**src/rtl/vga_timing_pkg.sv**
```systemverilog
// Shared VGA timing constants, sync polarity helper and scan FSM state type
// for the vga_scan_ctrl block.
package vga_timing_pkg;

  localparam int DEF_H_ACTIVE = 640;
  localparam int DEF_H_FP     = 16;
  localparam int DEF_H_SYNC   = 96;
  localparam int DEF_H_BP     = 48;
  localparam int DEF_V_ACTIVE = 480;
  localparam int DEF_V_FP     = 10;
  localparam int DEF_V_SYNC   = 2;
  localparam int DEF_V_BP     = 33;

  localparam int H_TOTAL = DEF_H_ACTIVE + DEF_H_FP + DEF_H_SYNC + DEF_H_BP;
  localparam int V_TOTAL = DEF_V_ACTIVE + DEF_V_FP + DEF_V_SYNC + DEF_V_BP;

  localparam int H_SYNC_START = DEF_H_ACTIVE + DEF_H_FP;
  localparam int H_SYNC_END   = H_SYNC_START + DEF_H_SYNC - 1;
  localparam int V_SYNC_START = DEF_V_ACTIVE + DEF_V_FP;
  localparam int V_SYNC_END   = V_SYNC_START + DEF_V_SYNC - 1;

  // Both syncs are active-low on the connector.
  localparam logic SYNC_POL = 1'b0;

  localparam int CNT_W = 10;

  typedef enum logic {PRIME, RUN} scan_state_e;

  function automatic logic sync_level(input logic pulse);
    return pulse ? SYNC_POL : ~SYNC_POL;
  endfunction

endpackage

```
**src/rtl/vga_scan_ctrl_if.sv**
```systemverilog
// Pixel-FIFO read side and VGA pin bundle of vga_scan_ctrl.
// VGA_TEST_PATTERN_EN adds the pattern_sel input.
interface vga_scan_ctrl_if #(
  parameter int DATA_W = 8
);
  logic              fifo_empty;
  logic [DATA_W-1:0] pixel_r;
  logic [DATA_W-1:0] pixel_g;
  logic [DATA_W-1:0] pixel_b;
  logic              rd_fifo;
  logic [DATA_W-1:0] vga_r;
  logic [DATA_W-1:0] vga_g;
  logic [DATA_W-1:0] vga_b;
  logic              hsync;
  logic              vsync;
  logic              blank;
  logic              frame_start;
  logic              underflow;
`ifdef VGA_TEST_PATTERN_EN
  logic              pattern_sel;

  modport master (
    output fifo_empty, pixel_r, pixel_g, pixel_b, pattern_sel,
    input  rd_fifo, vga_r, vga_g, vga_b, hsync, vsync, blank, frame_start, underflow
  );
  modport slave (
    input  fifo_empty, pixel_r, pixel_g, pixel_b, pattern_sel,
    output rd_fifo, vga_r, vga_g, vga_b, hsync, vsync, blank, frame_start, underflow
  );
`else
  modport master (
    output fifo_empty, pixel_r, pixel_g, pixel_b,
    input  rd_fifo, vga_r, vga_g, vga_b, hsync, vsync, blank, frame_start, underflow
  );
  modport slave (
    input  fifo_empty, pixel_r, pixel_g, pixel_b,
    output rd_fifo, vga_r, vga_g, vga_b, hsync, vsync, blank, frame_start, underflow
  );
`endif
endinterface

```
**src/rtl/vga_hv_counter.sv**
```systemverilog
// Horizontal/vertical scan position counters; advance only while enabled,
// wrapping at the end of each line and frame.
module vga_hv_counter
  import vga_timing_pkg::*;
#(
  parameter int H_COUNT = H_TOTAL,
  parameter int V_COUNT = V_TOTAL
) (
  input  logic             clk,
  input  logic             rst,
  input  logic             en,
  output logic [CNT_W-1:0] h,
  output logic [CNT_W-1:0] v,
  output logic             origin
);

  localparam logic [CNT_W-1:0] H_LAST = CNT_W'(H_COUNT - 1);
  localparam logic [CNT_W-1:0] V_LAST = CNT_W'(V_COUNT - 1);

  always_ff @(posedge clk or posedge rst) begin
    if (rst) begin
      h <= '0;
      v <= '0;
    end else if (en) begin
      if (h == H_LAST) begin
        h <= '0;
        v <= (v == V_LAST) ? '0 : v + 1'b1;
      end else begin
        h <= h + 1'b1;
      end
    end
  end

  assign origin = (h == '0) && (v == '0);

endmodule

```
**src/rtl/vga_scan_ctrl.sv**
```systemverilog
// VGA scan controller: primes on the pixel FIFO, then generates timing, reads
// the FIFO one cycle ahead and drives 2-cycle-aligned RGB/sync/blank pins.
// Optional colour-bar generator behind VGA_TEST_PATTERN_EN.
module vga_scan_ctrl
  import vga_timing_pkg::*;
#(
  parameter int DATA_W   = 8,
  parameter int H_ACTIVE = DEF_H_ACTIVE,
  parameter int H_FP     = DEF_H_FP,
  parameter int H_SYNC   = DEF_H_SYNC,
  parameter int H_BP     = DEF_H_BP,
  parameter int V_ACTIVE = DEF_V_ACTIVE,
  parameter int V_FP     = DEF_V_FP,
  parameter int V_SYNC   = DEF_V_SYNC,
  parameter int V_BP     = DEF_V_BP
) (
  input  logic            clk_25mhz,
  input  logic            rst,
  vga_scan_ctrl_if.slave  vga
);

  localparam int H_LINE  = H_ACTIVE + H_FP + H_SYNC + H_BP;
  localparam int V_FRAME = V_ACTIVE + V_FP + V_SYNC + V_BP;

  localparam logic [CNT_W-1:0] H_ACT_C  = CNT_W'(H_ACTIVE);
  localparam logic [CNT_W-1:0] V_ACT_C  = CNT_W'(V_ACTIVE);
  localparam logic [CNT_W-1:0] HS_FIRST = CNT_W'(H_ACTIVE + H_FP);
  localparam logic [CNT_W-1:0] HS_LAST  = CNT_W'(H_ACTIVE + H_FP + H_SYNC - 1);
  localparam logic [CNT_W-1:0] VS_FIRST = CNT_W'(V_ACTIVE + V_FP);
  localparam logic [CNT_W-1:0] VS_LAST  = CNT_W'(V_ACTIVE + V_FP + V_SYNC - 1);

  scan_state_e      state;
  logic             run_p0;
  logic [CNT_W-1:0] h_p0;
  logic [CNT_W-1:0] v_p0;
  logic             origin_p0;
  logic             active_p0;
  logic             hs_p0;
  logic             vs_p0;
  logic             fs_p0;
  logic             rd_p0;
  logic             uf_p0;

  logic             vld_p1;
  logic             act_p1;
  logic             hs_p1;
  logic             vs_p1;
  logic             fs_p1;
  logic             uf_p1;

  logic [3*DATA_W-1:0] rgb_p2;
  logic                hsync_p2;
  logic                vsync_p2;
  logic                blank_p2;
  logic                fs_p2;
  logic                underflow_p2;

  always_ff @(posedge clk_25mhz or posedge rst) begin
    if (rst) begin
      state <= PRIME;
    end else begin
      case (state)
        PRIME:   if (!vga.fifo_empty) state <= RUN;
        default: state <= RUN;
      endcase
    end
  end

  assign run_p0 = (state == RUN);

  vga_hv_counter #(
    .H_COUNT (H_LINE),
    .V_COUNT (V_FRAME)
  ) u_hv_counter (
    .clk    (clk_25mhz),
    .rst    (rst),
    .en     (run_p0),
    .h      (h_p0),
    .v      (v_p0),
    .origin (origin_p0)
  );

  // Stage 0: decode the current scan position
  assign active_p0 = run_p0 && (h_p0 < H_ACT_C) && (v_p0 < V_ACT_C);
  assign hs_p0     = run_p0 && (h_p0 >= HS_FIRST) && (h_p0 <= HS_LAST);
  assign vs_p0     = run_p0 && (v_p0 >= VS_FIRST) && (v_p0 <= VS_LAST);
  assign fs_p0     = run_p0 && origin_p0;

`ifdef VGA_TEST_PATTERN_EN
  localparam int BAR_W = H_ACTIVE / 8;

  logic                pat_mode;
  logic                pat_p0;
  logic [CNT_W-1:0]    bar_p0;
  logic                pat_p1;
  logic [3*DATA_W-1:0] pat_rgb_p1;

  function automatic logic [3*DATA_W-1:0] bar_colour(input logic [2:0] idx);
    return {{DATA_W{idx[2]}}, {DATA_W{idx[1]}}, {DATA_W{idx[0]}}};
  endfunction

  // The origin pixel already uses the value being sampled for its frame.
  assign pat_p0 = origin_p0 ? vga.pattern_sel : pat_mode;
  assign bar_p0 = h_p0 / CNT_W'(BAR_W);
  assign rd_p0  = active_p0 && !vga.fifo_empty && !pat_p0;
  assign uf_p0  = active_p0 && vga.fifo_empty && !pat_p0;

  always_ff @(posedge clk_25mhz or posedge rst) begin
    if (rst) begin
      pat_mode   <= 1'b0;
      pat_p1     <= 1'b0;
      pat_rgb_p1 <= '0;
    end else begin
      if (fs_p0) pat_mode <= vga.pattern_sel;
      pat_p1     <= active_p0 && pat_p0;
      pat_rgb_p1 <= bar_colour(bar_p0[2:0]);
    end
  end
`else
  assign rd_p0 = active_p0 && !vga.fifo_empty;
  assign uf_p0 = active_p0 && vga.fifo_empty;
`endif

  // Stage 1: FIFO dout becomes valid for reads issued in stage 0
  always_ff @(posedge clk_25mhz or posedge rst) begin
    if (rst) begin
      vld_p1 <= 1'b0;
      act_p1 <= 1'b0;
      hs_p1  <= 1'b0;
      vs_p1  <= 1'b0;
      fs_p1  <= 1'b0;
      uf_p1  <= 1'b0;
    end else begin
      vld_p1 <= rd_p0;
      act_p1 <= active_p0;
      hs_p1  <= hs_p0;
      vs_p1  <= vs_p0;
      fs_p1  <= fs_p0;
      uf_p1  <= uf_p0;
    end
  end

  // Stage 2: output pin registers
  always_ff @(posedge clk_25mhz or posedge rst) begin
    if (rst) begin
      rgb_p2       <= '0;
      hsync_p2     <= ~SYNC_POL;
      vsync_p2     <= ~SYNC_POL;
      blank_p2     <= 1'b1;
      fs_p2        <= 1'b0;
      underflow_p2 <= 1'b0;
    end else begin
      if (vld_p1)
        rgb_p2 <= {vga.pixel_r, vga.pixel_g, vga.pixel_b};
`ifdef VGA_TEST_PATTERN_EN
      else if (pat_p1)
        rgb_p2 <= pat_rgb_p1;
`endif
      else
        rgb_p2 <= '0;
      hsync_p2     <= sync_level(hs_p1);
      vsync_p2     <= sync_level(vs_p1);
      blank_p2     <= ~act_p1;
      fs_p2        <= fs_p1;
      underflow_p2 <= underflow_p2 | uf_p1;
    end
  end

  assign vga.rd_fifo     = rd_p0;
  assign vga.vga_r       = rgb_p2[3*DATA_W-1:2*DATA_W];
  assign vga.vga_g       = rgb_p2[2*DATA_W-1:DATA_W];
  assign vga.vga_b       = rgb_p2[DATA_W-1:0];
  assign vga.hsync       = hsync_p2;
  assign vga.vsync       = vsync_p2;
  assign vga.blank       = blank_p2;
  assign vga.frame_start = fs_p2;
  assign vga.underflow   = underflow_p2;

endmodule

```
**src/flat_wrapper.sv**
```systemverilog
// flat-port wrapper written by rule: the top's interface ports become plain ports
module vga_scan_ctrl_flat import vga_timing_pkg::*;
#(
  parameter int DATA_W   = 8,
  parameter int H_ACTIVE = DEF_H_ACTIVE,
  parameter int H_FP     = DEF_H_FP,
  parameter int H_SYNC   = DEF_H_SYNC,
  parameter int H_BP     = DEF_H_BP,
  parameter int V_ACTIVE = DEF_V_ACTIVE,
  parameter int V_FP     = DEF_V_FP,
  parameter int V_SYNC   = DEF_V_SYNC,
  parameter int V_BP     = DEF_V_BP
)
  (clk_25mhz, rst, vga_fifo_empty, vga_pixel_r, vga_pixel_g, vga_pixel_b, vga_rd_fifo, vga_vga_r, vga_vga_g, vga_vga_b, vga_hsync, vga_vsync, vga_blank, vga_frame_start, vga_underflow);
  vga_scan_ctrl_if #(.DATA_W(DATA_W)) vga_i ();
  input  logic clk_25mhz;
  input  logic rst;
  input wire logic [$bits(vga_i.fifo_empty)-1:0] vga_fifo_empty;
  input wire logic [$bits(vga_i.pixel_r)-1:0] vga_pixel_r;
  input wire logic [$bits(vga_i.pixel_g)-1:0] vga_pixel_g;
  input wire logic [$bits(vga_i.pixel_b)-1:0] vga_pixel_b;
  output wire logic [$bits(vga_i.rd_fifo)-1:0] vga_rd_fifo;
  output wire logic [$bits(vga_i.vga_r)-1:0] vga_vga_r;
  output wire logic [$bits(vga_i.vga_g)-1:0] vga_vga_g;
  output wire logic [$bits(vga_i.vga_b)-1:0] vga_vga_b;
  output wire logic [$bits(vga_i.hsync)-1:0] vga_hsync;
  output wire logic [$bits(vga_i.vsync)-1:0] vga_vsync;
  output wire logic [$bits(vga_i.blank)-1:0] vga_blank;
  output wire logic [$bits(vga_i.frame_start)-1:0] vga_frame_start;
  output wire logic [$bits(vga_i.underflow)-1:0] vga_underflow;
  assign vga_i.fifo_empty = vga_fifo_empty;
  assign vga_i.pixel_r = vga_pixel_r;
  assign vga_i.pixel_g = vga_pixel_g;
  assign vga_i.pixel_b = vga_pixel_b;
  assign vga_rd_fifo = vga_i.rd_fifo;
  assign vga_vga_r = vga_i.vga_r;
  assign vga_vga_g = vga_i.vga_g;
  assign vga_vga_b = vga_i.vga_b;
  assign vga_hsync = vga_i.hsync;
  assign vga_vsync = vga_i.vsync;
  assign vga_blank = vga_i.blank;
  assign vga_frame_start = vga_i.frame_start;
  assign vga_underflow = vga_i.underflow;
  vga_scan_ctrl #(.DATA_W(DATA_W), .H_ACTIVE(H_ACTIVE), .H_FP(H_FP), .H_SYNC(H_SYNC), .H_BP(H_BP), .V_ACTIVE(V_ACTIVE), .V_FP(V_FP), .V_SYNC(V_SYNC), .V_BP(V_BP)) u_core (.clk_25mhz(clk_25mhz), .rst(rst), .vga(vga_i));
endmodule
```
**config.mk**
```make
export PLATFORM = sky130hd
export DESIGN_NAME = vga_scan_ctrl_flat
export DESIGN_NICKNAME = d
export VERILOG_FILES = /design/src/rtl/vga_timing_pkg.sv /design/src/rtl/vga_scan_ctrl_if.sv /design/src/rtl/vga_hv_counter.sv /design/src/rtl/vga_scan_ctrl.sv /design/src/flat_wrapper.sv
export SDC_FILE = /design/constraint.sdc
export NUM_CORES = 1
export LEC_CHECK = 0
export BUFFER_PORTS_ARGS = -buffer_cell sky130_fd_sc_hd__buf_4
export CORE_ASPECT_RATIO = 1.5
export CORE_MARGIN = 3
export CORE_UTILIZATION = 44
export CTS_BUF_LIST = sky130_fd_sc_hd__clkbuf_2
export DETAILED_ROUTE_END_ITERATION = 6
export PLACE_DENSITY = 0.8
export SYNTH_ARGS = -nofsm -noshare
export SYNTH_HDL_FRONTEND = slang
export SYNTH_SLANG_ARGS = --single-unit
```
**constraint.sdc**
```tcl
create_clock -name clk_25mhz -period 2.15 [get_ports clk_25mhz]
set_input_delay 0.5375 -clock clk_25mhz [delete_from_list [all_inputs] [get_ports clk_25mhz]]
set_output_delay 0.5375 -clock clk_25mhz [all_outputs]
set_load 0.005 [all_outputs]
```
* Word level (Yosys, flattened, before mapping) *
Index checks and enable logic that the tools add are counted.

storage, ports and cells
  register bits after elaboration = 56
  input bits = 27
  output and inout bits = 30
  logic and storage cells = 48

operators by class
  add/sub/neg operators = 2
  $lt $le $gt $ge = 6
  equal/unequal tests = 2
  multiplexer cells = 7
  bitwise gates (word level) = 2
  reductions and logical operators = 14

operators by type and width
  cell                                                                     count
  24-bit two-way mux                                                       1
  10-bit by 1-bit adder with 10-bit output (second input constant)         2
  10-bit equality test (second input constant)                             2
  10-bit zero test                                                         2
  10-bit two-way mux                                                       2
  10-bit >= comparator (second input constant)                             1
  10-bit by 9-bit >= comparator with 1-bit output (second input constant)  1
  10-bit <= comparator (second input constant)                             1
  10-bit by 9-bit <= comparator with 1-bit output (second input constant)  1
  1-bit logical AND                                                        10
  10-bit < comparator (second input constant)                              1
  10-bit by 9-bit < comparator with 1-bit output (second input constant)   1
  1-bit two-way mux                                                        4
  2-bit AND reduction                                                      1
  1-bit zero test                                                          1
  1-bit NOT                                                                1
  1-bit OR                                                                 1

* Longest topological paths before layout *
Gate-level depths: netlist of the first run.

  depth in word-level cells = 4
  mapped depth = 6
  depth with buffers taken out = 6

* Hierarchy *
From an unflattened synthesis of the first run, not the netlist that was laid out.

unflattened totals
  cell total of the unflattened synthesis = 196
  area total of the unflattened synthesis = 2278.4 um2

by module, submodules not included
  module          times used  cells an instance  area each (um2)  seq. area each (um2)
  vga_scan_ctrl   1           85                 1192.4           904.6
  vga_hv_counter  1           111                1086.0           500.5

* Least setup slack after synthesis of the first run *
Ideal clock, no wire load.

  kind = reg2reg
  from = register u_core.u_hv_counter.v[0]
  to = register u_core.u_hv_counter.v[0]
  setup time = 128 ps
  arrival = 1442 ps
  required time = 2022 ps
  setup slack = 579 ps
  cell stages (with the launch flop) = 7
  path buffers = 0
  clock period less this slack = 1571 ps
  cell sequence = dfrtp_1 inv_1 ha_1 nor4b_1 nand3_1 nand2_4 o21ai_0

between the ends
  cells in the longest elaborated chain, start to end = 2
  elaborated cells between the ends (all ways) = 3
  classes of those cells = add/sub (1); eq/ne (1); mux (1)

RTL lines
  item                                                                              RTL line              source
  start, declared                                                                   vga_hv_counter.sv:13  output logic [CNT_W-1:0] v,
  start signal, assigned                                                            vga_hv_counter.sv:27  v <= (v == V_LAST) ? '0 : v + 1'b1;
  10-bit by 1-bit adder with 10-bit output or 10-bit equality test (tied branches)  vga_hv_counter.sv:27
  10-bit two-way mux (*)                                                            vga_hv_counter.sv:27

Every way passes the cells marked *; elsewhere a longest branch is shown, timed or not.
A chain may end at the register's enable or synchronous reset.

* Worst setup path in the final report of the first run *
  from = register u_core.u_hv_counter.h[7]
  to = output vga_rd_fifo

between the ends
  cells in the longest elaborated chain, start to end = 4

RTL lines
  item                             RTL line              source
  start, declared                  vga_hv_counter.sv:12  output logic [CNT_W-1:0] h,
  start signal, assigned           vga_hv_counter.sv:29  h <= h + 1'b1;
  10-bit < comparator              vga_scan_ctrl.sv:84   assign active_p0 = run_p0 && (h_p0 < H_ACT_C) && (v_p0 < V_ACT_C);
  1-bit logical AND (2 in series)  vga_scan_ctrl.sv:84
  1-bit logical AND                vga_scan_ctrl.sv:120  assign rd_p0 = active_p0 && !vga.fifo_empty;
  end, declared                    flat_wrapper.sv:22    output wire logic [$bits(vga_i.rd_fifo)-1:0] vga_rd_fifo;

Every way passes these cells.

==> results of run 1 <==
[layout make-up]
cell class                      instances  area [µm²]
Fill cell                             431        2019
Clock buffer                            6       30.03
Inverter                               11       41.29
Timing Repair Buffer                   64       493.0
Tap cell                               66       82.58
Multi-Input combinational cell        121       834.6
Sequential cell                        56        1409
Clock inverter                          2       16.27
[worst max path at each step]
stage	slack [ps]	end
final	120	vga_rd_fifo
after global routing	-50	vga_rd_fifo
after CTS	20	vga_rd_fifo
after detailed placement	310	u_core.u_hv_counter.v[9]
after global placement	400	u_core.u_hv_counter.v[3]
after floorplan	250	u_core.act_p1
[routing by layer]
| layer | GRT usage | vias up | part of all wire |
|---|---|---|---|
| met2 | 0.2716 | 62 | 0.54 |
| met5 | 0 | - | 0 |
| met3 | 0.03571 | 10 | 0.064 |
| li1 | - | 786 | - |
| met4 | 0.06920 | 0 | 0.021 |
| met1 | 0.1899 | 789 | 0.38 |
[power by group]
part / internal (mW) / switching [mW]
clock network: 0.0869 / 0.313
registers: 1.15 / 0.115
logic: 0.192 / 0.166
[synth_stat cells]
cell type and count:
a21boi_0 1, a21oi_1 2, a31oi_1 2, and2_1 25, and3_1 2, and4_1 4
and4b_1 1, buf_2 2, buf_4 2, clkbuf_1 3, dfrtp_1 53, dfstp_2 3
ha_1 5, inv_1 11, mux2i_1 2, nand2_1 9, nand2_4 1, nand2b_1 2
nand3_1 8, nand3b_1 2, nand4_1 4, nand4_4 1, nor2_1 11, nor3_1 1
nor3b_4 1, nor4_1 4, nor4b_1 1, o21ai_0 14, o31a_1 1, o31ai_2 5
o41ai_1 1, or2_2 2, or3_1 2, xnor2_1 5, xor2_1 2
[stage by stage]
step / setup TNS [ps] / setup slack (ps) / hold WS [ps]
finish: 0 / 116.5 / 64.41
global placement: 0 / 402.2 / 332.7
detailed placement: 0 / 313.5 / 344.2
floorplan: 0 / 246.2 / 331.2
CTS: 0 / 19.61 / 60.30
global route: -46.45 / -46.45 / 24.88
[timing repair]
item,4_1_cts,5_1_grt
cloned,0,0
hold endpoints to repair,0,0
buffers inserted,4,2
resized for setup,3,3
endpoints found under the setup margin,1,1
[worst max-delay path, stage by stage (launching register included)]
cell,delay (ps)
dfrtp_1,460
o21ai_0,240
nand2_2,110
nor3_4,130
buf_4,130
[kinds of logic (layout without fill, tap and decap cells)]
group | count (synthesis) | after routing | synth area share
XOR/XNOR | 7 | 7 | 0.02662
buffers and inverters | 18 | 83 | 0.03368
flip-flops | 56 | 56 | 0.6100
AND/OR/NAND/NOR | 81 | 81 | 0.2156
AO/OA/AOI/OAI | 26 | 26 | 0.07822
adder cells (fa/ha/maj) | 5 | 5 | 0.02716
multiplexers | 2 | 2 | 0.008691
==> metrics, run 1 <==
status=finished, final reports clean; vias per cell=5.052; Syn Area/Cell=11.81 µm²; root buffer cell=clkbuf_2; Layout Cells excl Fill=326; Finish-stage setup viols=0; Die Ht=94.62 µm; DP HPWL=3122 µm; Leakage=1.373 nW; startpoint types=flip-flop; CTS H-tree depth=2; Post-Synthesis Cell Area=2303 µm²; post-synth top area cell=dfrtp_1; vias in the first global route=1,636; Tightest Hold Check Type=in -> async; Port Buf Inserts=56; Nets=291; die area=6157 µm²; Synth Instances=195; Most flops, register=u_core.rgb_p2; CTS Buffer Depth=2; Die X=65.08 µm; Crit Path Category=reg -> out; Design Power=2.022 mW; Tmin final=2033 ps; I/O Pins=57; Skew-Pair Late Insertion Delay=440 ps; fin area=2907 µm²; post-synthesis sequential area ratio=0.6100; Clock transition at path regs=270 ps; Crit. Startpoint=u_core.u_hv_counter.h[7]; routed wire length=4420 µm; #FFs+latches synth=56; Max-cap violations=0; DR WL/cell=13.56 µm; core area=4926 µm²; final RePlAce weighted congestion=0.8507; first-pass GRT wire length=7541 µm; Slew Viols, Final=0; final hold viol count=0; R2R setup slack=270 ps; Starting Density=0.4676; Slew @ Worst Pin=524.8 ps; Finished Core Util=0.5900; clk sink count=56; Worst IR Drop VDD=572.0 µV; FF-to-FF Start=u_core.u_hv_counter.h[0]; Initial DRC Count=67; Via Count=1,647; main area contributors after synthesis=dfrtp_1, and2_1, dfstp_2; Worst R2R Path Depth=5; placed insts=312; GRT Overall Usage=0.1586; cts bufs inserted=5; highest-count cells in the layout ignoring fill and taps=buf_4, dfrtp_1, and2_1, o21ai_0, nor2_1; Mapped Nets=227; Yosys cell types=35; CTS Hold Bufs=0; CP Data Arrival Time=1500 ps; Crit. End Element=output pin; diode count=0; fin crit share=0.9458; Critical Path Fanout Max=2; synthesis-to-finish area growth=26.18%; max reg flops=24; Worst Path Required=1610 ps; TritonCTS clock tree=built; Remaining DRCs=0; Detail Route Antenna Nets=0; top cell type's share of synthesized area=0.5758; GRT overflow=0; pwr dens=695.8 nW/µm²; fmax=491.8 MHz; share of post-route cells with drive strength above 1=0.3500; commonest non-fill, non-tap cell in the layout=buf_4; Synth warnings=0; Placed Instance Area=2798 µm²; Rows=31; slew margin rel.=0.6502; FF-to-FF End=u_core.u_hv_counter.v[9]; TritonRoute pass-1 iters=5; Top Registers=u_core.rgb_p2: 24 flops, u_core.u_hv_counter.h: 10 flops, u_core.u_hv_counter.v: 10 flops; initial antenna violation count=0; Max Clock Skew=21.13 ps; RSZ-0062 raised after global routing=yes; largest net degree at the start of global routing=35
Power figures use the tool's default switching activity.
==> run 2: changes to the inputs <==
CTS_BUF_LIST = unset   (was sky130_fd_sc_hd__clkbuf_2)
==> metrics, run 2 (synthesized netlist as in run 1, its figures left out) <==
post_cts resized=0; Routed met1 length=1585 µm; DP HPWL=3122 µm; Initial DRC Count=67; Remaining DRCs=0; Critical Path Fanout Max=8; first-pass GRT wire length=7376 µm; placed insts=312; flip-flop and latch area=1405 µm²; Max Clock Skew=6.836 ps; Placement Setup Slack=313.5 ps; fin crit share=0.9234; Top Registers=u_core.rgb_p2: 24 flops, u_core.u_hv_counter.h: 10 flops, u_core.u_hv_counter.v: 10 flops; pwr dens=749.2 nW/µm²; met2 wire length=2244 µm; vias per cell=4.938; final hold viol count=0; highest-count cells in the layout ignoring fill and taps=buf_4, dfrtp_1, and2_1, o21ai_0, nor2_1; RSZ-0062 raised after global routing=no; CP Data Arrival Time=1450 ps; Multi-input gate area=820.8 µm²; Rows=31; Die X=65.08 µm; Crit Path Category=reg -> out; Design Power=2.163 mW; status=finished, final reports clean; die area=6157 µm²; Leakage=1.354 nW; FILL cells=422; CTS H-tree depth=2; Tmin final=1985 ps; startpoint types=flip-flop; cts bufs inserted=5; Nets=285; max reg flops=24; GRT Overall Usage=0.1543; final RePlAce weighted congestion=0.8507; vias in the first global route=1,629; diode count=0; Finish-stage setup viols=0; share of post-route cells with drive strength above 1=0.3110; routed wire length=4198 µm; Crit. End Element=output pin; Worst IR Drop VDD=589.6 µV; synthesis-to-finish area growth=25.31%; clk sink count=56; core area=4926 µm²; I/O Pins=57; TritonRoute pass-1 iters=4; Max-cap violations=0; Clock transition at path regs=90 ps; Tightest Hold Check Type=in -> async; Setup TNS=0 ps; Hold WS=241.2 ps; Placed Instance Area=2798 µm²; fmax=503.7 MHz; TritonCTS clock tree=built; DR WL/cell=13.12 µm; GRT overflow=0; Detail Route Antenna Nets=0; Skew-Pair Late Insertion Delay=310 ps; Slew Viols, Final=0; fin area=2887 µm²; Finished Core Util=0.5860; largest net degree at the start of global routing=35; CTS Buffer Depth=2; Via Count=1,580; commonest non-fill, non-tap cell in the layout=buf_4; Most flops, register=u_core.rgb_p2; Max Used Layer=met4; Worst Path Required=1610 ps; slew margin rel.=0.6476; Slew @ Worst Pin=528.7 ps; Layout Cells excl Fill=320; Starting Density=0.4676; Port Buf Inserts=56; initial antenna violation count=0; CTS Hold Bufs=0; Final WS setup=164.6 ps; Die Ht=94.62 µm; postcts setup bufs=0; met3 wire length=277 µm; root buffer cell=clkbuf_8
run 2: worst paths after layout:
path | start | cells past startpoint | endpoint | slack [ps]
min in group clk_25mhz | u_core.vs_p1 | 1 | u_core.vga.vsync | 350
hold reg to reg | u_core.vs_p1 | 1 | u_core.vga.vsync | 350
setup reg to reg | u_core.u_hv_counter.h[0] | 5 | u_core.u_hv_counter.v[9] | 320
hold / removal | rst | 2 | u_core.rgb_p2[12] | 240
setup / recovery | u_core.run_p0 | 3 | vga_rd_fifo | 160
max in group asynchronous | rst | 3 | u_core.vga.blank | 1300
run 2: where the power goes:
group,switching [mW],total (mW),leakage [nW],internal (mW)
registers,0.115,1.26,0.712,1.15
logic,0.155,0.340,0.601,0.186
clock network,0.328,0.561,0.0414,0.232
total,0.598,2.16,1.35,1.56
run 2: layout make-up:
cell class	instances	share of cell area
flip-flops and latches	56	0.4868
multi-input cells	121	0.2844
repair buffers	58	0.1552
well taps	66	0.02861
clock buffers	6	0.02514
inverters	11	0.01430
clock inverters	2	0.005635
run 2: layer usage:
metal | vias up | track usage
met5 | - | 0
met4 | 0 | 0.07093
met3 | 10 | 0.03452
met2 | 55 | 0.2673
met1 | 743 | 0.1807
li1 | 772 | -
run 2: critical path: stages, from the launching register on:
cell	delay, ps
dfrtp_1	560
nand2b_1	160
nor3_1	270
buf_4	160
